**config.mk**
```make
export PLATFORM = sky130hd
export DESIGN_NAME = prog_loader
export DESIGN_NICKNAME = d
export VERILOG_FILES = /design/src/rtl/cpuf_pkg.sv /design/src/rtl/prog_csum.sv /design/src/rtl/prog_loader.sv
export SDC_FILE = /design/constraint.sdc
export NUM_CORES = 1
export LEC_CHECK = 0
export ABC_CLOCK_PERIOD_IN_PS = 2500
export BUFFER_PORTS_ARGS = -buffer_cell sky130_fd_sc_hd__buf_2
export CORE_MARGIN = 2
export CORE_UTILIZATION = 50
export DETAILED_ROUTE_END_ITERATION = 10
export GPL_ROUTABILITY_DRIVEN = 0
export GPL_TIMING_DRIVEN = 0
export PLACE_DENSITY = 0.75
export SETUP_SLACK_MARGIN = 0.1
export SKIP_LAST_GASP = 1
export SYNTH_ARGS = -nofsm -noshare
export SYNTH_HDL_FRONTEND = slang
export SYNTH_SLANG_ARGS = --single-unit
```
**constraint.sdc**
```tcl
create_clock -name clk -period 2.5 [get_ports clk]
set_input_delay 0.375 -clock clk [delete_from_list [all_inputs] [get_ports clk]]
set_output_delay 0.375 -clock clk [all_outputs]
set_load 0.05 [all_outputs]
```
**src/rtl/cpuf_pkg.sv**
```systemverilog
`default_nettype none
// +----------------------------------------------------------------------+
// | Package : cpuf_pkg                                                   |
// | Shared constants, loader state encoding and CPU opcodes for the      |
// | 4-bit-address CPU and its program loader.                            |
// | Revision: 1.0 - initial release                                      |
// +----------------------------------------------------------------------+
package cpuf_pkg;

  // RAM geometry of the CPU program store
  localparam int ADDR_W = 4;
  localparam int DATA_W = 8;
  localparam int DEPTH  = 16;

  // CPU opcodes (upper nibble of an instruction byte)
  localparam logic [3:0] LDA = 4'b1000;
  localparam logic [3:0] LDB = 4'b0100;
  localparam logic [3:0] ADD = 4'b0010;
  localparam logic [3:0] SUB = 4'b0001;
  localparam logic [3:0] JMP = 4'b1001;
  localparam logic [3:0] HLT = 4'b1111;

  // Loader state encoding
  typedef enum logic [2:0] {
    ST_IDLE = 3'd0,
    ST_LEN  = 3'd1,
    ST_DATA = 3'd2,
    ST_CSUM = 3'd3,
    ST_RUN  = 3'd4,
    ST_ERR  = 3'd5
  } ld_state_e;

endpackage
`default_nettype wire

```
**src/rtl/prog_csum.sv**
```systemverilog
`default_nettype none
// +----------------------------------------------------------------------+
// | Module  : prog_csum                                                  |
// | Running modulo-2^W byte sum with clear and add-enable. The zero      |
// | flag reports whether sum + operand wraps to zero, which lets the     |
// | checksum byte be validated in the same cycle it arrives.             |
// | Revision: 1.0 - initial release                                      |
// +----------------------------------------------------------------------+
module prog_csum #(
  parameter int W = 8
) (
  input  logic         clk,
  input  logic         reset,
  input  logic         clr,
  input  logic         add_en,
  input  logic [W-1:0] operand,
  output logic         zero
);

  logic [W-1:0] sum_q;
  logic [W-1:0] sum_d;
  logic [W-1:0] sum_plus;

  // Next-sum selection: clear has priority over accumulate
  always_comb begin
    sum_plus = sum_q + operand;
    sum_d    = sum_q;
    if (clr) begin
      sum_d = '0;
    end else if (add_en) begin
      sum_d = sum_plus;
    end
  end

  assign zero = (sum_plus == '0);

  // Accumulator register
  always_ff @(posedge clk) begin
    if (reset) begin
      sum_q <= '0;
    end else begin
      sum_q <= sum_d;
    end
  end

endmodule
`default_nettype wire

```
**src/rtl/prog_loader.sv**
```systemverilog
`default_nettype none
// +----------------------------------------------------------------------+
// | Module  : prog_loader                                                |
// | Framed byte-stream program loader: LEN, N payload bytes, CSUM.       |
// | Writes payload into program RAM, holds the CPU in reset while        |
// | loading and releases it once the frame checksum verifies.            |
// | Revision: 1.0 - initial release                                      |
// +----------------------------------------------------------------------+
module prog_loader
  import cpuf_pkg::*;
#(
  parameter int ADDR_W = cpuf_pkg::ADDR_W,
  parameter int DATA_W = cpuf_pkg::DATA_W,
  parameter int DEPTH  = cpuf_pkg::DEPTH
) (
  input  logic              clk,
  input  logic              reset,
  input  logic              start,
  input  logic              in_valid,
  input  logic [DATA_W-1:0] in_data,
  output logic              in_ready,
  output logic              wr_en,
  output logic [ADDR_W-1:0] wr_addr,
  output logic [DATA_W-1:0] wr_data,
  output logic              cpu_reset,
  output logic              done,
  output logic              err,
  output logic [ADDR_W:0]   count
);

  ld_state_e         state_q, state_d;
  logic [ADDR_W:0]   count_q, count_d;
  logic [ADDR_W:0]   len_q, len_d;
  logic [ADDR_W:0]   count_inc;
  logic              in_ready_q, in_ready_d;
  logic              wr_en_q, wr_en_d;
  logic [ADDR_W-1:0] wr_addr_q, wr_addr_d;
  logic [DATA_W-1:0] wr_data_q, wr_data_d;
  logic              cpu_reset_q, cpu_reset_d;
  logic              done_q, done_d;
  logic              err_q, err_d;

  logic              xfer;
  logic              len_ok;
  logic              csum_clr;
  logic              csum_add;
  logic              csum_zero;

  // A byte moves only when the registered ready is high
  assign xfer   = in_valid && in_ready_q;
  assign len_ok = (in_data != '0) && (in_data <= DATA_W'(DEPTH));

  prog_csum #(
    .W (DATA_W)
  ) u_csum (
    .clk     (clk),
    .reset   (reset),
    .clr     (csum_clr),
    .add_en  (csum_add),
    .operand (in_data),
    .zero    (csum_zero)
  );

  // Next-state, counter, write-port and status computation
  always_comb begin
    state_d   = state_q;
    count_d   = count_q;
    len_d     = len_q;
    wr_en_d   = 1'b0;
    wr_addr_d = wr_addr_q;
    wr_data_d = wr_data_q;
    csum_clr  = 1'b0;
    csum_add  = 1'b0;
    count_inc = count_q + (ADDR_W + 1)'(1);

    case (state_q)
      ST_IDLE, ST_RUN, ST_ERR: begin
        if (start) begin
          state_d = ST_LEN;
        end
      end
      ST_LEN: begin
        if (xfer) begin
          if (len_ok) begin
            len_d    = in_data[ADDR_W:0];
            count_d  = '0;
            csum_clr = 1'b1;
            state_d  = ST_DATA;
          end else begin
            state_d = ST_ERR;
          end
        end
      end
      ST_DATA: begin
        if (xfer) begin
          wr_en_d   = 1'b1;
          wr_addr_d = count_q[ADDR_W-1:0];
          wr_data_d = in_data;
          csum_add  = 1'b1;
          // count stops at N, so it can never pass DEPTH
          if (count_q < len_q) begin
            count_d = count_inc;
          end
          if (count_inc >= len_q) begin
            state_d = ST_CSUM;
          end
        end
      end
      ST_CSUM: begin
        if (xfer) begin
          state_d = csum_zero ? ST_RUN : ST_ERR;
        end
      end
      default: begin
        state_d = ST_IDLE;
      end
    endcase

    // Status outputs are decoded from the next state so they register
    // in step with the state change
    in_ready_d  = (state_d == ST_LEN) || (state_d == ST_DATA) || (state_d == ST_CSUM);
    cpu_reset_d = (state_d != ST_RUN);
    done_d      = (state_d == ST_RUN);
    err_d       = (state_d == ST_ERR);
  end

  // State and output registers; reset overrides any same-cycle transfer
  always_ff @(posedge clk) begin
    if (reset) begin
      state_q     <= ST_IDLE;
      count_q     <= '0;
      len_q       <= '0;
      in_ready_q  <= 1'b0;
      wr_en_q     <= 1'b0;
      wr_addr_q   <= '0;
      wr_data_q   <= '0;
      cpu_reset_q <= 1'b1;
      done_q      <= 1'b0;
      err_q       <= 1'b0;
    end else begin
      state_q     <= state_d;
      count_q     <= count_d;
      len_q       <= len_d;
      in_ready_q  <= in_ready_d;
      wr_en_q     <= wr_en_d;
      wr_addr_q   <= wr_addr_d;
      wr_data_q   <= wr_data_d;
      cpu_reset_q <= cpu_reset_d;
      done_q      <= done_d;
      err_q       <= err_d;
    end
  end

  assign in_ready  = in_ready_q;
  assign wr_en     = wr_en_q;
  assign wr_addr   = wr_addr_q;
  assign wr_data   = wr_data_q;
  assign cpu_reset = cpu_reset_q;
  assign done      = done_q;
  assign err       = err_q;
  assign count     = count_q;

endmodule
`default_nettype wire

```
; Yosys cells after proc, flatten, opt, wreduce, memory -nomap -nowiden
; Cells that the tools add are included.
[totals]
ff_bits = 38
latchBits = 0
ramBits = 0
romBits = 0
input_bits = 12
word_cells = 62
mem_count = 0
[classes]
n_addsub = 2
mul = 0
div = 0
order_cmp = 3
n_eq_ne = 15
n_shift = 0
mux = 18
n_bitwise = 0
n_reduce_logical = 13
[ops]
columns = cell, count
row1 = $mux 5, 4
row2 = $mux 3, 6
row3 = $eq 3x2->1 const B, 4
row4 = $eq 3x3->1 const B, 4
row5 = $pmux 3 s4, 1
row6 = $pmux 5 s2, 1
row7 = $add 8x8->8, 1
row8 = $le 8x5->1 const B, 1
row9 = $logic_not 8->1, 1
row10 = $ne 2x2->1 const B, 4
row11 = $reduce_bool 8->1, 1
row12 = $eq 3x1->1 const B, 2
row13 = $mux 1, 6
row14 = $add 5x1->5 const B, 1
row15 = $ge 5x5->1, 1
row16 = $lt 5x5->1, 1
row17 = $reduce_and 5->1, 1
row18 = $logic_not 3->1, 1
row19 = $ne 3x3->1 const B, 1
row20 = $reduce_and 3->1, 1
row21 = $reduce_or 3->1, 1
row22 = $logic_and 1x1->1, 2
row23 = $logic_or 1x1->1, 2
row24 = $reduce_and 2->1, 1
row25 = 2 further kinds, 2

; Logic depth before layout (Yosys ltp)
[depth]
depth_word = 8
ltp_mapped = 8
ltp_nobuf = 8

; By module
; From an unflattened synthesis, not the netlist that was laid out.
[unflattened]
hier_cells = 242
hier_area_um2 = 2103.3
[by_module_without_submodules]
columns = mod, instances, cells_per_inst, area_per_inst_um2
row1 = prog_loader, 1, 170, 1478.9
row2 = prog_csum, 1, 72, 624.3

; Least setup slack after synthesis
; Ideal clock, no wire load.
[synth_timing]
path_kind = input-to-reg
startpoint = in in_data[0]
endpoint = reg cpu_reset_q (netlist: cpu_reset)
arrival_time_ns = 2.349
t_required_ns = 2.353
slack_ns = 0.003
path_stages = 6
cell_sequence = ha_1 > fa_1 > or4_1 > or4_1 > nor3_2 > o211ai_1
[synth_via]
elab_chain_cells = 6
word_cells_on_any_way = 11
cone_classes = add/sub: 1 / order compare: 1 / eq/ne: 1 / mux: 5 / reduce/logical: 3
[synth_rtl]
columns = element, line_no
row1 = from (decl), prog_loader.sv:20  ; input logic [DATA_W-1:0] in_data,
row2 = $add 8x8->8, prog_csum.sv:26  ; sum_plus = sum_q + operand;
row3 = via u_csum.sum_plus[1], prog_csum.sv:22  ; logic [W-1:0] sum_plus;
row4 = $logic_not 8->1, prog_csum.sv:35  ; assign zero = (sum_plus == '0);
row5 = $mux 1, prog_loader.sv:111  ; state_d = csum_zero ? ST_RUN : ST_ERR;
row6 = $mux 3, prog_loader.sv:110  ; if (xfer) begin
row7 = $pmux 3 s4, prog_loader.sv:76  ; case (state_q)
row8 = $ne 3x3->1, prog_loader.sv:122  ; cpu_reset_d = (state_d != ST_RUN);
row9 = to (signal assigned), prog_loader.sv:148  ; cpu_reset_q <= cpu_reset_d;
row10 = to (decl), prog_loader.sv:39  ; logic cpu_reset_q, cpu_reset_d;
; The timed path passes the listed nets, and every way through them passes these cells.
; A chain may end at the register's enable or synchronous reset.

; Worst setup path in the final report
[layout_timing]
startpoint = reg u_csum.sum_q[0]
endpoint = reg cpu_reset_q (netlist: cpu_reset)
[layout_via]
elab_chain_cells = 6
[layout_rtl]
columns = element, line_no
row1 = from (decl), prog_csum.sv:20  ; logic [W-1:0] sum_q;
row2 = from (signal assigned), prog_csum.sv:42  ; sum_q <= sum_d;
row3 = $add 8x8->8, prog_csum.sv:26
row4 = $logic_not 8->1, prog_csum.sv:35
row5 = $mux 1, prog_loader.sv:111
row6 = $mux 3, prog_loader.sv:110
row7 = $pmux 3 s4, prog_loader.sv:76
row8 = $ne 3x3->1, prog_loader.sv:122
; No other way between the ends.

==> reports/qor.yml <==
worst_setup_path_end_kind: "register"
total_power_w: 0.00110
critPathArrivalTime_ns: 2.58
final.setup.tns_ns: 0
synth_most_common_cell: "nand2_1"
synth_top_family_by_area: "simple AND/OR/NAND/NOR gates"
ys_types: 49
grt_max_degree: 12
via_per_inst: 5.64
synth-simple-area-share: 0.208
drv_cap: 0
drtAntennaViolNets: 0
fmax_mhz: 412
synthCells: 241
synth.largest_area_cell: "dfxtp_1"
dieHeight_um: 68.3
wl_per_cell_um: 14.5
hp-start: "in_data[7]"
io_pins: 34
finalSetupViolations: 0
cts_root_buffer: "clkbuf_8"
finalClockSkew_ns: 0.00702
crit_path_max_fanout: 4
yosysWarnings: 0
clk_path_buf_depth: 2
grt_pass1_wl_mm: 7.80
numClockSinks: 38
drc: 0
synth_nets: 272
drt_iter0_drc: 105
status: "complete, no violations"
start_kind: "register"
path_delay_family: "simple AND/OR/NAND/NOR gates"
vias: 1878
ys_async_sr_fraction: 0
synth_common_cells: "48 x nand2_1, 38 x dfxtp_1, 25 x a21oi_1"
clkTransAtPathRegs_ns: 0.08
worst_pin_slew_ns: 0.553
crit_chain: "ha_4, fa_2, a211oi_2, nor2_1, xor2_1, or4_4, nor3_4, o211ai_1"
slew_headroom: 0.631
synth_edf_count: 0
synth-seq-area-share: 0.368
syn_area_sq_um: 2070
fp.dieArea_sq_um: 4660
rsz0062_at_grt: "yes"
synth-compound-area-share: 0.183
hold_viol: 0
synth-xor-area-share: 0.0466
timing.critical_path.slowest_stage_cell: "or4_4"
diodes: 0
r2r_start: "u_csum.sum_q[0]$_SDFFE_PP0P_"
clkLatencyLatePin_ns: 0.29
powerDensity_nw_per_um2: 451
start_util: 0.517
numPortBuffers: 32
synth_adder_area_share: 0.119
dr.pass1.iters: 4
grt_pass1_vias: 1692
leakagePower_nw: 1.07
setup_ws_ns: 0.0735
dpl_worst_slack_ns: -0.220
synthTopCellsByArea: "dfxtp_1 37%, ha_1 11%, nand2_1 8.7%"
min_period_ns: 2.43
holdPathEnd: "wr_data[7]$_SDFFE_PP0P_"
ir_worst_vdd_mv: 0.305
wl_mm: 4.84
cts_tree: "yes"
fp-row-count: 23
synth_top_area_frac: 0.368
die_w_um: 68.3
ys_ff_latch: 38
core_sq_um: 4000
whs_ns: 0.356
hpwl_mm: 3.37
fin_crit_sh: 0.971
drv_slew: 0
antenna_found_initial: 0
final_util: 0.610
min_path_cells: 3
syn_area_per_cell_sq_um: 8.58
r2r-end: "cpu_reset$_SDFF_PP1_"
critPathBufInv: 0
grt_util_all_layers: 0.226
path_class: "reg2reg"
overflow: 0
r2r_slack_ns: 0.07
hold_class: "in2reg"
h-tree-depth: 2
crit_required_ns: 2.66
area_delta_synth_final_pct: 18.1
reg2reg_depth: 8
synthMuxAreaShare: 0.0387
nNetsFinal: 314
drive_gt1_frac: 0.219
cp_slowest_stage_delay_ns: 0.54
cts_buffers: 5
yosys_most_used_dff: "dfxtp_1"
## final cells by class
| type | instances | area, sq um |
|---|---|---|
| fillers | 368 | 1560 |
| repair buffers | 35 | 183 |
| clock buffers | 5 | 68.8 |
| flip-flops and latches | 38 | 762 |
| inverters | 8 | 30.0 |
| plain buffers | 10 | 47.5 |
| multi-input cells | 185 | 1280 |
| clock inverters | 2 | 10.0 |
| well taps | 50 | 62.6 |
## tightest hold or removal path, cell delays in order
cell and delay (ns):
buf_2 0.13, nand2_1 0.06, a21oi_1 0.05
## placed cells by master, fill, tap and decap left out, types with 2 or more instances in the layout
cell,synthesis,layout
buf_4,0,3
o21a_1,3,3
a21boi_0,2,2
xor2_1,6,5
dfxtp_1,38,37
buf_2,2,34
nor2_1,22,22
o21ai_0,4,4
o211ai_1,3,3
clkinv_2,0,2
nor3_1,2,2
nand2_1,48,48
nand3_1,3,3
a21oi_1,25,25
or4_4,1,3
mux2i_1,8,8
ha_1,18,17
o211a_1,2,2
xnor2_1,5,5
clkbuf_1,6,6
clkbuf_8,0,5
inv_1,8,8
a211oi_1,3,2
nand3b_1,2,2
## through the flow
step,std cells,area [sq um]
5_1_grt,333,2440
2_1_floorplan,241,2070
3_5_place_dp,323,2300
6_report,333,2440
3_3_place_gp,323,2300
4_1_cts,330,2390
## metal layers
metal	wire (um)	vias to the layer above	GRT usage
li1	-	926	-
met1	2180	890	0.290
met2	2290	50	0.364
met3	257	12	0.0526
met4	108	0	0.0900
met5	0	-	0
## flip-flops by register name (all words and copies together) (netlist names)
signal        flops
count             5
cpu_reset         1
done              1
err               1
in_ready          1
len_q             5
state_q           3
u_csum.sum_q      8
wr_addr           4
wr_data           8
wr_en             1
## worst max-delay path by stage
stage | from | to | cells past startpoint
floorplan | in_data[0] | cpu_reset$_SDFF_PP1_ | 6
global route | u_csum.sum_q[0]$_SDFFE_PP0P_ | cpu_reset$_SDFF_PP1_ | 8
global placement | in_data[0] | cpu_reset$_SDFF_PP1_ | 7
finish | u_csum.sum_q[0]$_SDFFE_PP0P_ | cpu_reset$_SDFF_PP1_ | 8
detailed placement | in_data[0] | cpu_reset$_SDFF_PP1_ | 7
CTS | u_csum.sum_q[0]$_SDFFE_PP0P_ | cpu_reset$_SDFF_PP1_ | 6
## report_power, final
group,total (W),leakage [nW],internal [W],switching (W)
clock network,0.000403,0.0438,0.000187,0.000215
registers,0.000612,0.307,0.000609,0.00000352
logic,0.0000858,0.715,0.0000283,0.0000575
## logic make-up after synthesis
logic type | count (synthesis)
simple gates | 92
compound gates | 55
flops | 38
fa+ha+maj | 19
buf+inv | 18
xor+xnor | 11
mux | 8
## repair_timing
| action | CTS | global route |
|---|---|---|
| setup endpoints to repair | 4 | 4 |
| pin swaps | 1 | 3 |
| hold buffers | 0 | 0 |
| gates resized for setup | 3 | 5 |
| buffers inserted | 0 | 3 |
Note: power is estimated with default switching activity, not from simulation.
